<file path="src/rtl/reaction_timer_ctrl.sv">
// reaction_timer_ctrl: waits a pseudo-random delay, lights the stimulus LED, and measures the reaction time in ms.
module reaction_timer_ctrl #(
    parameter int          CLK_PER_MS   = 100000,
    parameter int          MIN_DELAY_MS = 2000,
    parameter int          DELAY_BITS   = 12,
    parameter int          MAX_MS       = 9999,
    parameter logic [15:0] LFSR_SEED    = 16'hACE1
) (
    input  logic        i_CLK,
    input  logic        i_RST,
    input  logic        i_START_TICK,
    input  logic        i_STOP_TICK,
    input  logic        i_CLEAR_TICK,
    output logic        o_STIM_LED,
    output logic [13:0] o_TIME_MS,
    output logic        o_VALID,
    output logic        o_EARLY,
    output logic        o_TIMEOUT,
    output logic [2:0]  o_STATE
);
    localparam int SUM_W = (DELAY_BITS + 1 > 14) ? DELAY_BITS + 1 : 14;
    localparam int PW = $clog2(CLK_PER_MS + 1);

    typedef enum logic [2:0] {
        IDLE      = 3'd0,
        WAIT_RAND = 3'd1,
        MEASURE   = 3'd2,
        DONE      = 3'd3,
        EARLY     = 3'd4
    } state_t;

    state_t           state;
    logic [15:0]      lfsr;
    logic [PW-1:0]    presc;
    logic [13:0]      elapsed_ms;
    logic [13:0]      reaction_ms;
    logic [SUM_W-1:0] delay_ms;
    logic             ms_tick;

    if (MIN_DELAY_MS + 2 ** DELAY_BITS - 1 > 16383) begin : g_bad_delay
        $error("MIN_DELAY_MS + 2^DELAY_BITS - 1 exceeds 16383");
    end
    if (LFSR_SEED == 16'h0) begin : g_bad_seed
        $error("LFSR_SEED must be nonzero");
    end

    assign ms_tick = presc == PW'(CLK_PER_MS - 1);
    assign o_STATE = state;

    always_ff @(posedge i_CLK) begin
        lfsr <= i_RST ? LFSR_SEED : ({1'b0, lfsr[15:1]} ^ (lfsr[0] ? 16'hB400 : 16'h0000));
        if (i_RST || i_CLEAR_TICK) begin
            state       <= IDLE;
            presc       <= '0;
            elapsed_ms  <= '0;
            reaction_ms <= '0;
            delay_ms    <= '0;
            o_STIM_LED  <= 1'b0;
            o_TIME_MS   <= '0;
            o_VALID     <= 1'b0;
            o_EARLY     <= 1'b0;
            o_TIMEOUT   <= 1'b0;
        end else begin
            presc <= ms_tick ? '0 : presc + 1'b1;
            case (state)
                IDLE: begin
                    if (i_START_TICK) begin
                        delay_ms   <= SUM_W'(MIN_DELAY_MS) + SUM_W'(lfsr[DELAY_BITS-1:0]);
                        elapsed_ms <= '0;
                        presc      <= '0;
                        state      <= WAIT_RAND;
                    end
                end
                WAIT_RAND: begin
                    if (i_STOP_TICK) begin
                        state     <= EARLY;
                        o_EARLY   <= 1'b1;
                        o_TIME_MS <= '0;
                    end else if (ms_tick) begin
                        elapsed_ms <= elapsed_ms + 14'd1;
                        if (SUM_W'(elapsed_ms) + SUM_W'(1) == delay_ms) begin
                            state       <= MEASURE;
                            reaction_ms <= '0;
                            presc       <= '0;
                            o_STIM_LED  <= 1'b1;
                        end
                    end
                end
                MEASURE: begin
                    if (i_STOP_TICK) begin
                        state      <= DONE;
                        o_TIME_MS  <= reaction_ms;
                        o_VALID    <= 1'b1;
                        o_STIM_LED <= 1'b0;
                    end else if (ms_tick) begin
                        reaction_ms <= reaction_ms + 14'd1;
                        if (reaction_ms + 14'd1 == 14'(MAX_MS)) begin
                            state      <= DONE;
                            o_TIME_MS  <= 14'(MAX_MS);
                            o_TIMEOUT  <= 1'b1;
                            o_VALID    <= 1'b1;
                            o_STIM_LED <= 1'b0;
                        end
                    end
                end
                DONE: state <= DONE;
                EARLY: state <= EARLY;
                default: begin
                    state      <= IDLE;
                    o_STIM_LED <= 1'b0;
                    o_TIME_MS  <= '0;
                    o_VALID    <= 1'b0;
                    o_EARLY    <= 1'b0;
                    o_TIMEOUT  <= 1'b0;
                end
            endcase
        end
    end
endmodule

</file>
<file path="config.mk">
export PLATFORM = sky130hd
export DESIGN_NAME = reaction_timer_ctrl
export DESIGN_NICKNAME = d
export VERILOG_FILES = /design/src/rtl/reaction_timer_ctrl.sv
export SDC_FILE = /design/constraint.sdc
export NUM_CORES = 1
export LEC_CHECK = 0
export CAP_MARGIN = 40
export CORE_AREA = 2 2 98 100
export CTS_CLUSTER_DIAMETER = 200
export DETAILED_ROUTE_END_ITERATION = 16
export DIE_AREA = 0 0 100 102
export PLACE_DENSITY = 0.7
export SLEW_MARGIN = 20
export SYNTH_ARGS = -nofsm -noshare
export SYNTH_HDL_FRONTEND = slang
export SYNTH_SLANG_ARGS = --single-unit
</file>
<file path="constraint.sdc">
create_clock -name i_CLK -period 6.5 [get_ports i_CLK]
set_input_delay 1.3 -clock i_CLK [delete_from_list [all_inputs] [get_ports i_CLK]]
set_output_delay 1.3 -clock i_CLK [all_outputs]
set_load 0.01 [all_outputs]
</file>
After elaboration in Yosys (flattened, before gate mapping)

Index checks and enable logic that the tools add are counted.
W data, S select, Z words.

Output and inout bits: 21
Register bits: 96
Logic and storage cells: 99
Bits of input ports: 5

Reductions and logical operators: 16
Bitwise operators: 4
Equality and inequality tests: 19
Muxes and demuxes: 45
Add/subtract/negate cells: 4

Operators with widths:

| operator                 | count |
|---|---|
| $mux W14                 | 12 |
| $mux W17                 | 5 |
| $pmux W14 S2             | 2 |
| $pmux W14 S3             | 1 |
| $pmux W17 S2             | 1 |
| $add A14 B1 Y14 const B  | 2 |
| $mux W3                  | 7 |
| $add A17 B1 Y17 const B  | 1 |
| $eq A17 B17 Y1 const B   | 1 |
| $mux W16                 | 1 |
| $ne A2 B2 Y1 const B     | 8 |
| $xor A15 B16 Y16         | 1 |
| $pmux W3 S5              | 1 |
| $eq A14 B14 Y1           | 1 |
| $eq A14 B14 Y1 const B   | 1 |
| $add A11 B12 Y13 const A | 1 |
| $ne A3 B3 Y1 const B     | 4 |
| $reduce_and A4 Y1        | 3 |
| $reduce_and A6 Y1        | 2 |
| $mux W1                  | 11 |
| $reduce_or A4 Y1         | 2 |
| $eq A3 B2 Y1 const B     | 2 |
| $pmux W1 S2              | 3 |
| $reduce_and A5 Y1        | 1 |
| 10 further kinds         | 14 |

Depth between registers and ports, before layout

Gate-level depths: netlist of the first run.

Depth after elaboration: 6
Depth in mapped cells: 10
Mapped depth without buffers: 8

Worst setup path before layout of the first run

No wires, ideal clock.

Path type: input port to flip-flop
Start: input port i_CLEAR_TICK
End: register reaction_ms[13]
Buffers on the path: 1
Data required time: 6.438 ns
Setup slack: 3.599 ns
Arrival time: 2.838 ns
Stages on the path: 6
Setup time: 0.062 ns
Cells stage by stage: or2_2 clkbuf_1 nor3_2 nand2_1 or4_1 nand3_1

Cells in the longest elaborated chain, start to end: 1

RTL lines:

| what                 | RTL line | RTL |
|---|---|---|
| from (decl)          | 13       | `input logic i_CLEAR_TICK,` |
| $logic_or A1 B1 Y1   | 52       | `if (i_RST \|\| i_CLEAR_TICK) begin` |
| to (signal assigned) | 96       | `reaction_ms <= reaction_ms + 14'd1;` |
| to (decl)            | 36       | `logic [13:0] reaction_ms;` |

Every way passes these cells.
A chain may end at the register's enable or synchronous reset.

Worst setup path in the final report of the first run

Start: input port i_RST
End: register reaction_ms[13]

Cells in the longest elaborated chain, start to end: 1

RTL lines:

| what               | RTL line | RTL |
|---|---|---|
| from (decl)        | 10       | `input logic i_RST,` |
| $logic_or A1 B1 Y1 | 52       |  |

Every way passes these cells.

==> impl_metrics.toml, run 1 <==
[die]
rows = 35
start_util_pct = 51.3
die_w_um = 100
die_h_um = 102
ios = 26
die-area_mm2 = 0.0102
core_area_mm2 = 0.00911

[route]
dr.first_iter.drc_count = 262
first_pass_iters = 5
vias = 4034
viasPerCell = 5.85
wl_met2_um = 4890
drc = 0
drt-total-wl_um = 10900
highest_layer = "met5"
postRouteAntennaNets = 0
wl_met3_um = 472
wl_met1_um = 5260
wl_per_cell_um = 15.7

[clock_network]
cts_setup_buffers = 0
numCtsBuffers = 9
cts_hold_buffers = 0
cts-resized-gates = 0
cts.path.max_buffers = 2
insertion_delay_ns = 0.37
cts_max_level = 3
clock-sinks = 95
ctsRootBufferMaster = "clkbuf_8"
cts_tree = "done"
path_clk_slew_ns = 0.09

[synth]
synth_common_cells = "dfxtp_1 (95), nand2_1 (60), nor2_1 (49)"
yosysTopAreaCellShare_pct = 40.7
synth.cell_area_mm2 = 0.00467
synthesis.instances = 568
synth_seq_cells = 95
synth.distinct_cells = 57
ys_seq_area_share_pct = 40.7
synth_area_leaders = "dfxtp_1 (41%), xnor2_1 (5.3%), nand2_1 (4.8%), nand3_1 (4.7%), o21ai_0 (4.1%)"
synth.avg_cell_area_um2 = 8.22
synthArstFlopShare_pct = 0
synth_flop_cell = "dfxtp_1"
synth_edf_count = 0
synthMostInstantiatedCell = "dfxtp_1"
synth_top_cell_by_area = "dfxtp_1"
synth_warnings = 0
synthesis.nets = 578

[worst_setup_path]
required_ns = 6.81
critical_path_class = "input port to flop"
cp_cell_sequence = "clkdlybuf4s50_1 -> or2_2 -> nor3_2 -> nand2_1 -> or4_1 -> nand3_1"
arrival_ns = 4.02
cp_top_family = "simple AND/OR/NAND/NOR gates"
cp_max_fo = 33
max_stage_delay_ns = 0.66
end_kind = "flop"
slowest_stage = "or2_2"
cp-start-kind = "input port"
crit_buf_inv = 1

[timing]
finalSetupViolCount = 0
rsz0062_at_grt = "false"
setup-tns-final_ns = 0
relSlewSlack_pct = 44.4
period_share_pct = 57.0
drv_slew = 0
final-hold-violation-count = 0
fmax_mhz = 270
finClkSkew_ns = 0.0101
worst_slew_pin_slew_ns = 0.827
finalCriticalPeriod_ns = 3.71

[layout]
n_antenna_cell = 0
postLayoutCoreUtil_pct = 56.3
drive_above_1_share_pct = 6.56
nFillCells = 857
fin_cells = 690
fin_area_mm2 = 0.00513
nets = 584
area_growth_pct = 9.78

[global_routing]
antenna_found_initial = 0
grt_pass1_vias = 3681
grt_overflow = 0
grt_usage_pct = 22.6
grt_pass1_wl_um = 18300
grt_start_max_net_pins = 34

[power_and_ir_drop]
peakVddDrop_mv = 0.162
cellPowerDensity_mw_per_mm2 = 207
p_leak_nw = 1.72
total_power_mw = 1.06

[min_path]
hold_path_class = "flop to flop"

[placement]
gp_congestion = 0.920
port_buffers = 25
dp_hpwl_um = 7760
dp.cells = 673
placed_area_mm2 = 0.00492

[outcome]
outcome = "completed"

[job]
maxCapViolations = 0
## state kept, by name (all words and copies together), names as in the netlist, 3 cells and up
signal	count
delay_ms	13
elapsed_ms	14
lfsr	16
o_STATE	3
o_TIME_MS	14
presc	17
reaction_ms	14
## report_power, final
part	internal (mW)	switching (mW)	total (mW)	leakage (nW)
logic	0.0237	0.0357	0.0594	0.861
registers	0.593	0.0101	0.603	0.771
clock network	0.180	0.218	0.398	0.0891
total	0.796	0.264	1.06	1.72
## final timing paths
path / startpoint / slack (ns) / depth (start not counted) / end
hold / removal: lfsr[12] / 0.42 / 1 / lfsr[11]
hold reg to reg: lfsr[12] / 0.42 / 1 / lfsr[11]
setup reg to reg: elapsed_ms[0] / 3.46 / 8 / reaction_ms[4]
setup / recovery: i_RST / 2.79 / 6 / reaction_ms[13]
## cell type report
type                       count  area, um2  area share (%)
clock inverter                 6       70.1            1.37
clock buffer                  10        128            2.49
multi-input combinational    432       2590            50.6
timing repair buffer          27        263            5.12
inverter                       9       33.8           0.659
sequential                    95       1900            37.1
tap                          111        139            2.71
## metrics by stage
step	hold WS (ns)	setup WS, ns
final	0.422	2.79
after global routing	0.457	2.53
after CTS	0.427	2.83
after detailed placement	0.403	2.42
after global placement	0.396	2.48
after floorplan	0.389	3.60
## cells in the final DEF, fill, tap and decap left out, types with 4 or more instances in the layout
master,instances
and2_1,6
and3_1,7
nor2b_1,12
dfxtp_1,95
clkdlybuf4s50_1,25
nor4_1,9
a31oi_1,10
a211oi_1,6
inv_1,9
xor2_1,19
o211ai_1,4
xnor2_1,28
ha_1,5
mux2i_1,11
clkbuf_8,9
o21ai_0,38
nand2_1,60
a21oi_1,35
or2_2,13
nand2b_1,7
nand4_1,7
or3_1,7
nor3_1,12
a32o_1,6
nand3_1,44
nor2_1,49
## cells by family (layout without fill, tap and decap cells)
logic type | count (synthesis) | after routing | share of synthesized area, %
simple gates | 256 | 256 | 28.4
buf+inv | 41 | 52 | 3.78
flops | 95 | 95 | 40.7
compound gates | 112 | 112 | 14.3
fa+ha+maj | 5 | 5 | 1.34
xor+xnor | 48 | 48 | 9.16
mux | 11 | 11 | 2.36
## layer usage
| layer | global-route usage [%] | vias to the layer above |
|---|---|---|
| li1 | - | 2013 |
| met1 | 31.5 | 1913 |
| met2 | 35.4 | 90 |
| met3 | 4.04 | 16 |
| met4 | 8.64 | 2 |
| met5 | 0 | - |
Note: power is estimated with default switching activity, not from simulation.
==> inputs of run 2 (changes only) <==
--- a/config.mk
+++ b/config.mk
@@ -10,7 +10,7 @@
 export CTS_CLUSTER_DIAMETER = 200
 export DETAILED_ROUTE_END_ITERATION = 16
 export DIE_AREA = 0 0 100 102
-export PLACE_DENSITY = 0.7
+export PLACE_DENSITY = 0.73
 export SLEW_MARGIN = 20
 export SYNTH_ARGS = -nofsm -noshare
 export SYNTH_HDL_FRONTEND = slang
==> constraint.sdc (replaced) <==
create_clock -name i_CLK -period 3 [get_ports i_CLK]
set_input_delay 0.6 -clock i_CLK [delete_from_list [all_inputs] [get_ports i_CLK]]
set_output_delay 0.6 -clock i_CLK [all_outputs]
set_load 0.01 [all_outputs]
==> run 2 against run 1 <==
Net effect:
- sequential power increased by 120%
- via count increased by 1.5%
- non-clock buffer count increased by 13
- critical endpoint is now reaction_ms[12]
- largest cell class unchanged
- largest power group unchanged
==> impl_metrics.toml, run 2 (synthesis gave the netlist of run 1 again) <==
[worst_setup_path]
critical_path_class = "flop to flop"
slowest_stage = "or4_1"
cp_max_fo = 10
cp_cell_sequence = "ha_1 -> and3_1 -> and3_2 -> xnor2_1 -> or2_2 -> or4_1 -> nand2_4 -> a31oi_1"
reg2regPathDepth = 8
max_stage_delay_ns = 0.75
arrival_ns = 3.09
r2r_end = "reaction_ms[12]"
cp-start-kind = "flop"
required_ns = 3.25
reg2reg_slack_ns = 0.16
end_kind = "flop"
regToRegStartpoint = "elapsed_ms[0]"

[job]
maxCapViolations = 0

[layout]
drive_above_1_share_pct = 8.78
postLayoutCoreUtil_pct = 57.7
nets = 597
largest_register_ffs = 17
mostFrequentLayoutCells = "dfxtp_1 (95), nand2_1 (60), nor2_1 (49), nand3_1 (44), o21ai_0 (38)"
fin_area_mm2 = 0.00526
layout_commonest_cell = "dfxtp_1"
area_growth_pct = 12.5
regMostFlops = "presc"
fin_cells = 703
n_antenna_cell = 0
top_regs = "presc x17, lfsr x16"

[clock_network]
ctsRootBufferMaster = "clkbuf_8"
path_clk_slew_ns = 0.11
cts_setup_buffers = 0
cts_max_level = 3
insertion_delay_ns = 0.38
cts-resized-gates = 0
cts_tree = "done"
clock-sinks = 95
cts_hold_buffers = 0
cts.path.max_buffers = 2
numCtsBuffers = 9

[route]
vias = 4095
drc = 0
first_pass_iters = 5
dr.first_iter.drc_count = 231
drt-total-wl_um = 11000
viasPerCell = 5.83
postRouteAntennaNets = 0
wl_per_cell_um = 15.6

[die]
rows = 35
start_util_pct = 51.3
ios = 26
die_w_um = 100
die-area_mm2 = 0.0102
core_area_mm2 = 0.00911
die_h_um = 102

[timing]
finClkSkew_ns = 0.0194
worst_slew_pin_slew_ns = 0.665
setup-tns-final_ns = 0
finalSetupViolCount = 0
rsz0062_at_grt = "false"
final-hold-violation-count = 0
finalCriticalPeriod_ns = 2.84
setup_ws_ns = 0.159
relSlewSlack_pct = 55.5
fmax_mhz = 352
drv_slew = 0
period_share_pct = 94.7

[global_routing]
grt_pass1_wl_um = 18400
grt_start_max_net_pins = 33
grt_overflow = 0
grt_pass1_vias = 3735
grt_usage_pct = 22.5
antenna_found_initial = 0

[power_and_ir_drop]
cellPowerDensity_mw_per_mm2 = 452
peakVddDrop_mv = 0.284
p_leak_nw = 1.81

[placement]
port_buffers = 25
gp_congestion = 0.876
dp_hpwl_um = 7860
dp.cells = 687
detailedPlace.worstSlack_ns = 0.175
placed_area_mm2 = 0.00503

[min_path]
hold_path_class = "flop to flop"
worstHoldStart = "lfsr[12]"
hold_depth = 1
worstHoldEndpoint = "lfsr[11]"

[outcome]
outcome = "completed"
## run 2: through the flow
step | power, mW | hold slack (ns)
finish | 2.38 | 0.431
global placement | 1.47 | 0.409
CTS | 2.39 | 0.435
detailed placement | 1.47 | 0.406
floorplan | 1.42 | 0.389
global route | 2.46 | 0.464
## run 2: power breakdown
part	internal (mW)	leakage (nW)	switching, mW
combinational	0.0572	0.928	0.0796
sequential	1.28	0.771	0.0222
clock	0.433	0.111	0.501
total	1.77	1.81	0.602
## run 2: per-layer routing
layer / share of wire, % / track usage (%) / vias up / routed length, um
li1: - / - / 2036 / -
met1: 48 / 32.5 / 1906 / 5260
met2: 44 / 33.7 / 135 / 4850
met3: 6.2 / 4.04 / 18 / 682
met4: 1.9 / 8.64 / 0 / 206
met5: 0 / 0 / - / 0
## run 2: final cells by class
| type | count | area (um2) |
|---|---|---|
| repair buffers | 40 | 363 |
| well taps | 111 | 139 |
| multi-input cells | 432 | 2590 |
| clock inverters | 6 | 87.6 |
| fillers | 803 | 3850 |
| inverters | 9 | 33.8 |
| clock buffers | 10 | 138 |
| flip-flops and latches | 95 | 1900 |
## run 2: worst max-delay path by stage
stage | from | endpoint | slack [ns] | cells past startpoint
2_1_floorplan | elapsed_ms[0] | reaction_ms[4] | 0.51 | 10
3_3_place_gp | elapsed_ms[0] | reaction_ms[12] | 0.28 | 8
3_5_place_dp | elapsed_ms[0] | reaction_ms[12] | 0.17 | 8
4_1_cts | elapsed_ms[0] | reaction_ms[12] | 0.17 | 8
5_1_grt | elapsed_ms[0] | reaction_ms[1] | 0.01 | 8
6_report | elapsed_ms[0] | reaction_ms[12] | 0.16 | 8
## run 2: worst max-delay path, delay by kind of cell, from the launching register on
family                     cells  cell delay, ns
and+or+nand+nor                5            1.79
xor gates and xnor gates       1            0.07
AOI/OAI and AO/OA              1            0.10
DFF                            1            0.45
adders and majority gates      1            0.29
